==> src/rtl/pipeline_writeback_if.sv <==
// Memory-stage to writeback handshake: one retiring instruction per accepted beat.
// Valid/ready: a beat transfers on a rising edge where mem_valid_i and mem_ready_o are both high.
interface pipeline_writeback_if;
  logic        mem_valid_i;
  logic        mem_ready_o;
  logic [6:0]  opcode_i;
  logic [2:0]  funct3_i;
  logic [4:0]  rd_i;
  logic [31:0] alu_result_i;
  logic [31:0] pc_plus4_i;
  logic [31:0] offset_i;

  modport master (
    output mem_valid_i, opcode_i, funct3_i, rd_i, alu_result_i, pc_plus4_i, offset_i,
    input  mem_ready_o
  );

  modport slave (
    input  mem_valid_i, opcode_i, funct3_i, rd_i, alu_result_i, pc_plus4_i, offset_i,
    output mem_ready_o
  );
endinterface

==> src/rtl/pipeline_writeback.sv <==
// WB stage of the RV32I pipeline: selects the architectural result, extracts load data,
// drives the register-file write port, counts retirements and flags faulting loads.
module pipeline_writeback (
  input  logic                  clk_i,
  input  logic                  rst_i,
  pipeline_writeback_if.slave   mem_if,
  input  logic                  dmem_rsp_valid_i,
  input  logic [31:0]           dmem_rdata_i,
  output logic [4:0]            write_addr_reg_o,
  output logic [31:0]           write_data_reg_o,
  output logic                  reg_write_o,
  output logic                  retire_o,
  output logic                  load_fault_o,
  output logic [63:0]           instret_o,
  output logic                  dbg_state_o
);

  typedef enum logic {IDLE = 1'b0, WAIT_LOAD = 1'b1} state_t;

  localparam logic [6:0] OPC_LUI    = 7'b0110111;
  localparam logic [6:0] OPC_AUIPC  = 7'b0010111;
  localparam logic [6:0] OPC_OP     = 7'b0110011;
  localparam logic [6:0] OPC_OP_IMM = 7'b0010011;
  localparam logic [6:0] OPC_JAL    = 7'b1101111;
  localparam logic [6:0] OPC_JALR   = 7'b1100111;
  localparam logic [6:0] OPC_LOAD   = 7'b0000011;

  state_t      r_state, w_state_next;
  logic [4:0]  r_ld_rd;
  logic [2:0]  r_ld_f3;
  logic [1:0]  r_ld_addr;
  logic [4:0]  r_wr_addr, w_wr_addr_next;
  logic [31:0] r_wr_data, w_wr_data_next;
  logic        r_reg_write, w_reg_write_next;
  logic        r_retire, w_retire_next;
  logic        r_fault, w_fault_next;
  logic [63:0] r_instret;

  logic        w_accept;
  logic        w_is_load;
  logic        w_ld_bad;
  logic [7:0]  w_byte;
  logic [15:0] w_half;
  logic [31:0] w_ld_data;

  assign mem_if.mem_ready_o = (r_state == IDLE);
  assign w_accept  = mem_if.mem_valid_i & mem_if.mem_ready_o;
  assign w_is_load = (mem_if.opcode_i == OPC_LOAD);

  // Illegal widths first, then alignment of the legal halfword/word loads.
  always_comb begin
    w_ld_bad = 1'b0;
    case (mem_if.funct3_i)
      3'b011, 3'b110, 3'b111: w_ld_bad = 1'b1;
      3'b001, 3'b101:         w_ld_bad = mem_if.alu_result_i[0];
      3'b010:                 w_ld_bad = (mem_if.alu_result_i[1:0] != 2'b00);
      default:                w_ld_bad = 1'b0;
    endcase
  end

  always_comb begin
    w_byte = dmem_rdata_i[7:0];
    case (r_ld_addr)
      2'd0:    w_byte = dmem_rdata_i[7:0];
      2'd1:    w_byte = dmem_rdata_i[15:8];
      2'd2:    w_byte = dmem_rdata_i[23:16];
      default: w_byte = dmem_rdata_i[31:24];
    endcase
    w_half = r_ld_addr[1] ? dmem_rdata_i[31:16] : dmem_rdata_i[15:0];
    case (r_ld_f3)
      3'b000:  w_ld_data = {{24{w_byte[7]}}, w_byte};
      3'b100:  w_ld_data = {24'd0, w_byte};
      3'b001:  w_ld_data = {{16{w_half[15]}}, w_half};
      3'b101:  w_ld_data = {16'd0, w_half};
      default: w_ld_data = dmem_rdata_i;
    endcase
  end

  always_comb begin
    w_state_next     = r_state;
    w_wr_addr_next   = r_wr_addr;
    w_wr_data_next   = r_wr_data;
    w_reg_write_next = 1'b0;
    w_retire_next    = 1'b0;
    w_fault_next     = 1'b0;
    case (r_state)
      IDLE: begin
        if (w_accept) begin
          if (w_is_load) begin
            if (w_ld_bad) w_fault_next = 1'b1;
            else          w_state_next = WAIT_LOAD;
          end else begin
            w_retire_next = 1'b1;
            case (mem_if.opcode_i)
              OPC_LUI: begin
                w_wr_addr_next   = mem_if.rd_i;
                w_wr_data_next   = mem_if.offset_i;
                w_reg_write_next = (mem_if.rd_i != 5'd0);
              end
              OPC_AUIPC, OPC_OP, OPC_OP_IMM: begin
                w_wr_addr_next   = mem_if.rd_i;
                w_wr_data_next   = mem_if.alu_result_i;
                w_reg_write_next = (mem_if.rd_i != 5'd0);
              end
              OPC_JAL, OPC_JALR: begin
                w_wr_addr_next   = mem_if.rd_i;
                w_wr_data_next   = mem_if.pc_plus4_i;
                w_reg_write_next = (mem_if.rd_i != 5'd0);
              end
              default: ;
            endcase
          end
        end
      end
      WAIT_LOAD: begin
        if (dmem_rsp_valid_i) begin
          w_state_next     = IDLE;
          w_wr_addr_next   = r_ld_rd;
          w_wr_data_next   = w_ld_data;
          w_reg_write_next = (r_ld_rd != 5'd0);
          w_retire_next    = 1'b1;
        end
      end
      default: w_state_next = IDLE;
    endcase
  end

  always_ff @(posedge clk_i or posedge rst_i) begin
    if (rst_i) begin
      r_state     <= IDLE;
      r_wr_addr   <= 5'd0;
      r_wr_data   <= 32'd0;
      r_reg_write <= 1'b0;
      r_retire    <= 1'b0;
      r_fault     <= 1'b0;
      r_ld_rd     <= 5'd0;
      r_ld_f3     <= 3'd0;
      r_ld_addr   <= 2'd0;
    end else begin
      r_state     <= w_state_next;
      r_wr_addr   <= w_wr_addr_next;
      r_wr_data   <= w_wr_data_next;
      r_reg_write <= w_reg_write_next;
      r_retire    <= w_retire_next;
      r_fault     <= w_fault_next;
      if (w_accept && w_is_load) begin
        r_ld_rd   <= mem_if.rd_i;
        r_ld_f3   <= mem_if.funct3_i;
        r_ld_addr <= mem_if.alu_result_i[1:0];
      end
    end
  end

  // Counter advances on the same edge that raises retire_o.
  always_ff @(posedge clk_i or posedge rst_i) begin
    if (rst_i)              r_instret <= 64'd0;
    else if (w_retire_next) r_instret <= r_instret + 64'd1;
  end

  assign write_addr_reg_o = r_wr_addr;
  assign write_data_reg_o = r_wr_data;
  assign reg_write_o      = r_reg_write;
  assign retire_o         = r_retire;
  assign load_fault_o     = r_fault;
  assign instret_o        = r_instret;
  assign dbg_state_o      = r_state;

endmodule

==> src/flat_wrapper.sv <==
// flat-port wrapper written by rule: the top's interface ports become plain ports
module pipeline_writeback_flat 
  (clk_i, rst_i, dmem_rsp_valid_i, dmem_rdata_i, write_addr_reg_o, write_data_reg_o, reg_write_o, retire_o, load_fault_o, instret_o, dbg_state_o, mem_if_mem_valid_i, mem_if_opcode_i, mem_if_funct3_i, mem_if_rd_i, mem_if_alu_result_i, mem_if_pc_plus4_i, mem_if_offset_i, mem_if_mem_ready_o);
  pipeline_writeback_if mem_if_i ();
  input  logic clk_i;
  input  logic rst_i;
  input  logic dmem_rsp_valid_i;
  input  logic [31:0] dmem_rdata_i;
  output logic [4:0] write_addr_reg_o;
  output logic [31:0] write_data_reg_o;
  output logic reg_write_o;
  output logic retire_o;
  output logic load_fault_o;
  output logic [63:0] instret_o;
  output logic dbg_state_o;
  input wire logic [$bits(mem_if_i.mem_valid_i)-1:0] mem_if_mem_valid_i;
  input wire logic [$bits(mem_if_i.opcode_i)-1:0] mem_if_opcode_i;
  input wire logic [$bits(mem_if_i.funct3_i)-1:0] mem_if_funct3_i;
  input wire logic [$bits(mem_if_i.rd_i)-1:0] mem_if_rd_i;
  input wire logic [$bits(mem_if_i.alu_result_i)-1:0] mem_if_alu_result_i;
  input wire logic [$bits(mem_if_i.pc_plus4_i)-1:0] mem_if_pc_plus4_i;
  input wire logic [$bits(mem_if_i.offset_i)-1:0] mem_if_offset_i;
  output wire logic [$bits(mem_if_i.mem_ready_o)-1:0] mem_if_mem_ready_o;
  assign mem_if_i.mem_valid_i = mem_if_mem_valid_i;
  assign mem_if_i.opcode_i = mem_if_opcode_i;
  assign mem_if_i.funct3_i = mem_if_funct3_i;
  assign mem_if_i.rd_i = mem_if_rd_i;
  assign mem_if_i.alu_result_i = mem_if_alu_result_i;
  assign mem_if_i.pc_plus4_i = mem_if_pc_plus4_i;
  assign mem_if_i.offset_i = mem_if_offset_i;
  assign mem_if_mem_ready_o = mem_if_i.mem_ready_o;
  pipeline_writeback u_core (.clk_i(clk_i), .rst_i(rst_i), .mem_if(mem_if_i), .dmem_rsp_valid_i(dmem_rsp_valid_i), .dmem_rdata_i(dmem_rdata_i), .write_addr_reg_o(write_addr_reg_o), .write_data_reg_o(write_data_reg_o), .reg_write_o(reg_write_o), .retire_o(retire_o), .load_fault_o(load_fault_o), .instret_o(instret_o), .dbg_state_o(dbg_state_o));
endmodule
==> config.mk <==
export PLATFORM = sky130hd
export DESIGN_NAME = pipeline_writeback_flat
export DESIGN_NICKNAME = d
export VERILOG_FILES = /design/src/rtl/pipeline_writeback_if.sv /design/src/rtl/pipeline_writeback.sv /design/src/flat_wrapper.sv
export SDC_FILE = /design/constraint.sdc
export NUM_CORES = 1
export LEC_CHECK = 0
export ABC_CLOCK_PERIOD_IN_PS = 5250
export BUFFER_PORTS_ARGS = -buffer_cell sky130_fd_sc_hd__buf_2
export CORE_ASPECT_RATIO = 1.5
export CORE_MARGIN = 8
export CORE_UTILIZATION = 53
export DETAILED_ROUTE_END_ITERATION = 10
export GPL_TIMING_DRIVEN = 0
export PLACE_DENSITY = 0.84
export SLEW_MARGIN = 10
export SYNTH_ARGS = -nofsm -noshare
export SYNTH_HDL_FRONTEND = slang
export SYNTH_SLANG_ARGS = --single-unit
==> constraint.sdc <==
create_clock -name clk_i -period 5.25 [get_ports clk_i]
set_input_delay 0.525 -clock clk_i [delete_from_list [all_inputs] [get_ports clk_i]]
set_output_delay 0.525 -clock clk_i [all_outputs]
set_load 0.02 [all_outputs]
### Word level (Yosys, flattened, before mapping)

Index checks and enable logic that the tools add are counted.

* eq/ne operators: 23
* mux-type cells: 32
* add/subtract/negate cells: 1
* reduce and logical (&&, ||, !) cells: 13
* bitwise logic cells: 2

Operators by type and width (number)
* case mux 32 bit (4 select lines): 1
* two-way mux 32 bit: 3
* case mux 32 bit (3 select lines): 1
* adder 64 x 1 -> 64 bit, second input constant: 1
* case mux 32 bit (2 select lines): 1
* case mux 8 bit (3 select lines): 1
* two-way mux 5 bit: 4
* two-way mux 16 bit: 1
* == test 3 bit, second input constant: 5
* two-way mux 1 bit: 15
* == test 7 x 5 -> 1 bit, second input constant: 2
* == test 7 x 6 -> 1 bit, second input constant: 2
* == test 7 bit, second input constant: 2
* case mux 5 bit (2 select lines): 1
* nonzero test 5 bit: 2
* inequality test 2 bit, second input constant: 4
* AND reduction 4 bit: 2
* == test 7 x 2 -> 1 bit, second input constant: 1
* == test 3 x 1 -> 1 bit, second input constant: 2
* == test 3 x 2 -> 1 bit, second input constant: 2
* case mux 1 bit (2 select lines): 3
* OR reduction 3 bit: 2
* OR reduction 6 bit: 1
* inequality test 4 bit, second input constant: 1
* other kinds (10): 11

* bits in registers: 115
* output and inout bits: 106
* input bits: 147
* logic and storage cells: 81

### Longest topological paths before layout

* word-level depth: 7
* gate-level depth with buffers: 9
* gate-level depth less buffers: 7

### Worst setup path after synthesis

Ideal clock, no wire load.

* path kind: input port to flip-flop
* start: input mem_if_opcode_i[6]
* end: register u_core.r_instret[33], in the netlist u_core.instret_o[33]
* arrival: 1981 ps
* library setup time: 130 ps
* stages on the path: 6
* slack: 3139 ps
* cells stage by stage: and4bb_2 nand3_1 nand3_1 nor4_1 nand4_1 xnor2_1

* cells in the longest elaborated chain, start to end: 4

Ends and longest elaborated chain
* from (decl): RTL line flat_wrapper.sv:17 `input wire logic [$bits(mem_if_i.opcode_i)-1:0] mem_if_opcode_i;`
* == test 7 x 2 -> 1 bit: RTL line pipeline_writeback.sv:48 `assign w_is_load = (mem_if.opcode_i == OPC_LOAD);`
* two-way mux 1 bit: RTL line pipeline_writeback.sv:89 `if (w_is_load) begin`
* two-way mux 1 bit: RTL line pipeline_writeback.sv:88 `if (w_accept) begin`
* case mux 1 bit (2 select lines): RTL line pipeline_writeback.sv:86 `case (r_state)`
* to (signal assigned): RTL line pipeline_writeback.sv:157 `else if (w_retire_next) r_instret <= r_instret + 64'd1;`
* to (decl): RTL line pipeline_writeback.sv:37 `logic [63:0] r_instret;`

No other way between the ends.
A chain may end at the register's enable or synchronous reset.

### Final worst setup path

* start: register u_core.r_ld_addr[1]
* end: register u_core.r_wr_data[24], in the netlist u_core.write_data_reg_o[24]

* cells in the longest elaborated chain, start to end: 5
* elaborated cells on any way between the ends: 8
* classes of those cells: 2 x eq/ne; 5 x mux; 1 x reduce/logical

Ends and longest elaborated chain
* from (decl): RTL line pipeline_writeback.sv:31 `logic [1:0] r_ld_addr;`
* from (signal assigned): RTL line pipeline_writeback.sv:149 `r_ld_addr <= mem_if.alu_result_i[1:0];`
* == test 2 bit, or another cell as far along: RTL line pipeline_writeback.sv:63 `case (r_ld_addr)`
* case mux 8 bit (3 select lines): RTL line pipeline_writeback.sv:63
* case mux 32 bit (4 select lines) (*): RTL line pipeline_writeback.sv:70 `case (r_ld_f3)`
* two-way mux 32 bit (*): RTL line pipeline_writeback.sv:116 `if (dmem_rsp_valid_i) begin`
* case mux 32 bit (2 select lines) (*): RTL line pipeline_writeback.sv:86
* to (signal assigned): RTL line pipeline_writeback.sv:142 `r_wr_data <= w_wr_data_next;`
* to (decl): RTL line pipeline_writeback.sv:33 `logic [31:0] r_wr_data, w_wr_data_next;`

Mark *: on every way between the ends. The rest lies on a longest branch, timed or not. The select of a mux whose other input is x is not followed.

==> results.tsv <==
metric	value	unit
final setup TNS	0	ns
CTS Buf Count	17	
drt pass-1 iters	5	
port buffer count	252	
Crit path required time	5.51	ns
DRT iter0 DRCs	297	
Nets	1054	
core area	11410	µm²
total power	2.669	mW
H-tree levels	4	
maximum number of pins on one net before global-route repair	62	
first-pass GRT wire length	34800	µm
endpoint type of the worst setup path	flip-flop	
CTS max path bufs	2	
final slew viol count	0	
Post-synth EDFFs	0	
ys flop type	dfrtp_1	
fmax	391.7	MHz
remaining routing DRC violations	0	
# IOs	253	
clk sinks	115	
CTS clk-pin slew, worst paths	0.06	ns
number of synthesized register bits	115	
initial antenna violation count	1	
Synth Instances	634	
Tmin final	2.553	ns
Routed Wire Length	22080	µm
worst ir drop on vdd	0.2324	mV
vias	6358	
Max Cap Viol	0	
pwr dens	326.5	nW/µm²
WP data arrival	2.81	ns
P&R area growth vs syn	32.46	%
RSZ-0062 raised after global routing	no	
YS warnings	0	
CTS root buf	clkbuf_16	
critical path type	reg -> reg	
final instance area	8174	µm²
routability congestion estimate from global placement	0.9954	
HP Class	in -> async	
fraction of layout cells with a size suffix above 1	33.66	%
gr ovfl total	0	
crit path from	u_core.r_ld_addr[1]	
GR Util All Layers	28.28	%
syn avg cell area	9.733	µm²
Setup Fix Bufs, Post-CTS	0	
worst skew pair latency	0.41	ns
FF-to-FF Start	u_core.r_ld_addr[1]	
drt wl/cell	20.68	µm
Yosys cell types	53	
die area	15420	µm²
Final setup viols	0	
asr flop ratio synth	100.0	%
Detail Placement HPWL	17270	µm
Die H	148.2	µm
top cell type's share of synthesized area	46.63	%
Post-Syn Area	6171	µm²
top-count cell post-synth	dfrtp_1	
dpl cell area	7652	µm²
Initial Util	54.08	%
Vias/cell	5.953	
Commonest cells post-synth	115 x dfrtp_1, 98 x nand2_1, 47 x xnor2_1	
CP Max Fanout	10	
CTS Hold Bufs	0	
top post-synthesis cells by area	dfrtp_1 47%, xnor2_1 6.7%, nand2_1 6.0%, a221oi_1 4.1%, a22o_1 2.7%	
Resize count post-CTS	0	
Final Hold Viols	0	
startpoint types	flip-flop	
vias in the first global route	6776	
sequential share of the synthesized area	46.63	%
worst slew pin tran	0.8979	ns
CTS tree	built	
net count after synthesis	782	
Synth area leader	dfrtp_1	
# rows	48	
outcome	finished clean	
max_slew headroom	40.02	%
remaining antenna violation count after routing	0	
Die W	104.1	µm
antenna diode count	0	
Final Skew	0.008624	ns
leakage	4.126	nW
fin crit share	48.63	%
==> area by class of cell <==
class / instances / area, µm²
Inverter: 9 / 38.79
Tap cell: 150 / 187.7
Timing Repair Buffer: 253 / 1289
Buffer: 38 / 150.1
Sequential cell: 115 / 2878
Clock buffer: 21 / 460.4
Multi-Input combinational cell: 472 / 3109
Clock inverter: 10 / 61.31
Fill cell: 936 / 3237
==> per-stage QoR <==
| stage | std cells | hold WS (ns) | setup WS [ns] | util, % |
|---|---|---|---|---|
| after floorplan | 634 | 0.4928 | 1.681 | - |
| after global placement | 1036 | 0.4565 | 0.4137 | 66.78 |
| after detailed placement | 1037 | 0.4642 | 2.468 | 67.06 |
| after CTS | 1068 | 0.1849 | 2.696 | 71.63 |
| after global routing | 1068 | 0.2105 | 2.533 | 71.63 |
| final | 1068 | 0.1749 | 2.697 | 71.63 |
==> worst max-delay path: stages (launching register included) <==
cell	delay, ns
dfrtp_1	0.32
clkbuf_1	0.36
mux4_2	0.55
a21oi_1	0.49
buf_2	0.38
a22o_1	0.21
o21ai_0	0.09
==> cell families after synthesis <==
family                   count (synthesis)  synth area share, %
multiplexers                            18                3.548
buffers and inverters                   47                2.980
AND/OR/NAND/NOR                        231                19.30
XOR/XNOR                                63                8.941
adder cells (fa/ha/maj)                  1               0.2027
AO/OA/AOI/OAI                          159                18.39
flip-flops                             115                46.63
==> routing by layer <==
| metal | part of all wire, % | global-route usage, % | routed length [µm] | up-vias |
|---|---|---|---|---|
| met3 | 9.8 | 9.355 | 2164 | 83 |
| met1 | 34 | 28.48 | 7531 | 3005 |
| met4 | 5.2 | 16.58 | 1151 | 2 |
| met5 | 0.050 | 0 | 11 | - |
| li1 | - | - | - | 2866 |
| met2 | 51 | 49.97 | 11220 | 402 |
==> cell usage in the layout, fill, tap and decap left out, types with 9 or more instances in the layout <==
master,n
and2_1,10
buf_2,255
o21ai_0,24
mux2_2,11
nand4_1,20
o31ai_1,9
nand2_1,98
xor2_1,16
nor3_1,13
a22o_1,19
a221oi_1,29
and3_1,11
clkbuf_16,17
a221o_1,9
nand3_1,21
xnor2_1,47
dfrtp_1,115
nor2_1,24
clkbuf_1,31
a21oi_1,27
==> where the power goes <==
part           leakage (nW)  internal, mW  total, mW  switching (mW)
Combinational          2.34         0.213      0.570           0.356
Clock                 0.254         0.619       1.02           0.402
Sequential             1.54         0.995       1.08          0.0824
Total                  4.13          1.83       2.67           0.841
==> sequential cells by signal, summed over array words and instances (netlist names) <==
name,count
u_core.dbg_state_o,1
u_core.instret_o,64
u_core.load_fault_o,1
u_core.r_ld_addr,2
u_core.r_ld_f3,3
u_core.r_ld_rd,5
u_core.reg_write_o,1
u_core.retire_o,1
u_core.write_addr_reg_o,5
u_core.write_data_reg_o,32
==> final timing paths <==
| check | to | depth (start not counted) | slack [ns] |
|---|---|---|---|
| worst max-delay path | u_core.write_data_reg_o[24] | 6 | 2.70 |
| worst min-delay path | u_core.write_data_reg_o[7] | 2 | 0.17 |
| worst max register to register | u_core.write_data_reg_o[24] | 6 | 2.70 |
| worst min register to register | u_core.instret_o[63] | 1 | 0.47 |
| max in group asynchronous | u_core.instret_o[10] | 3 | 4.39 |
| min in group clk_i | u_core.dbg_state_o | 2 | 0.35 |
No activity file was read; power rests on OpenSTA's default activity.
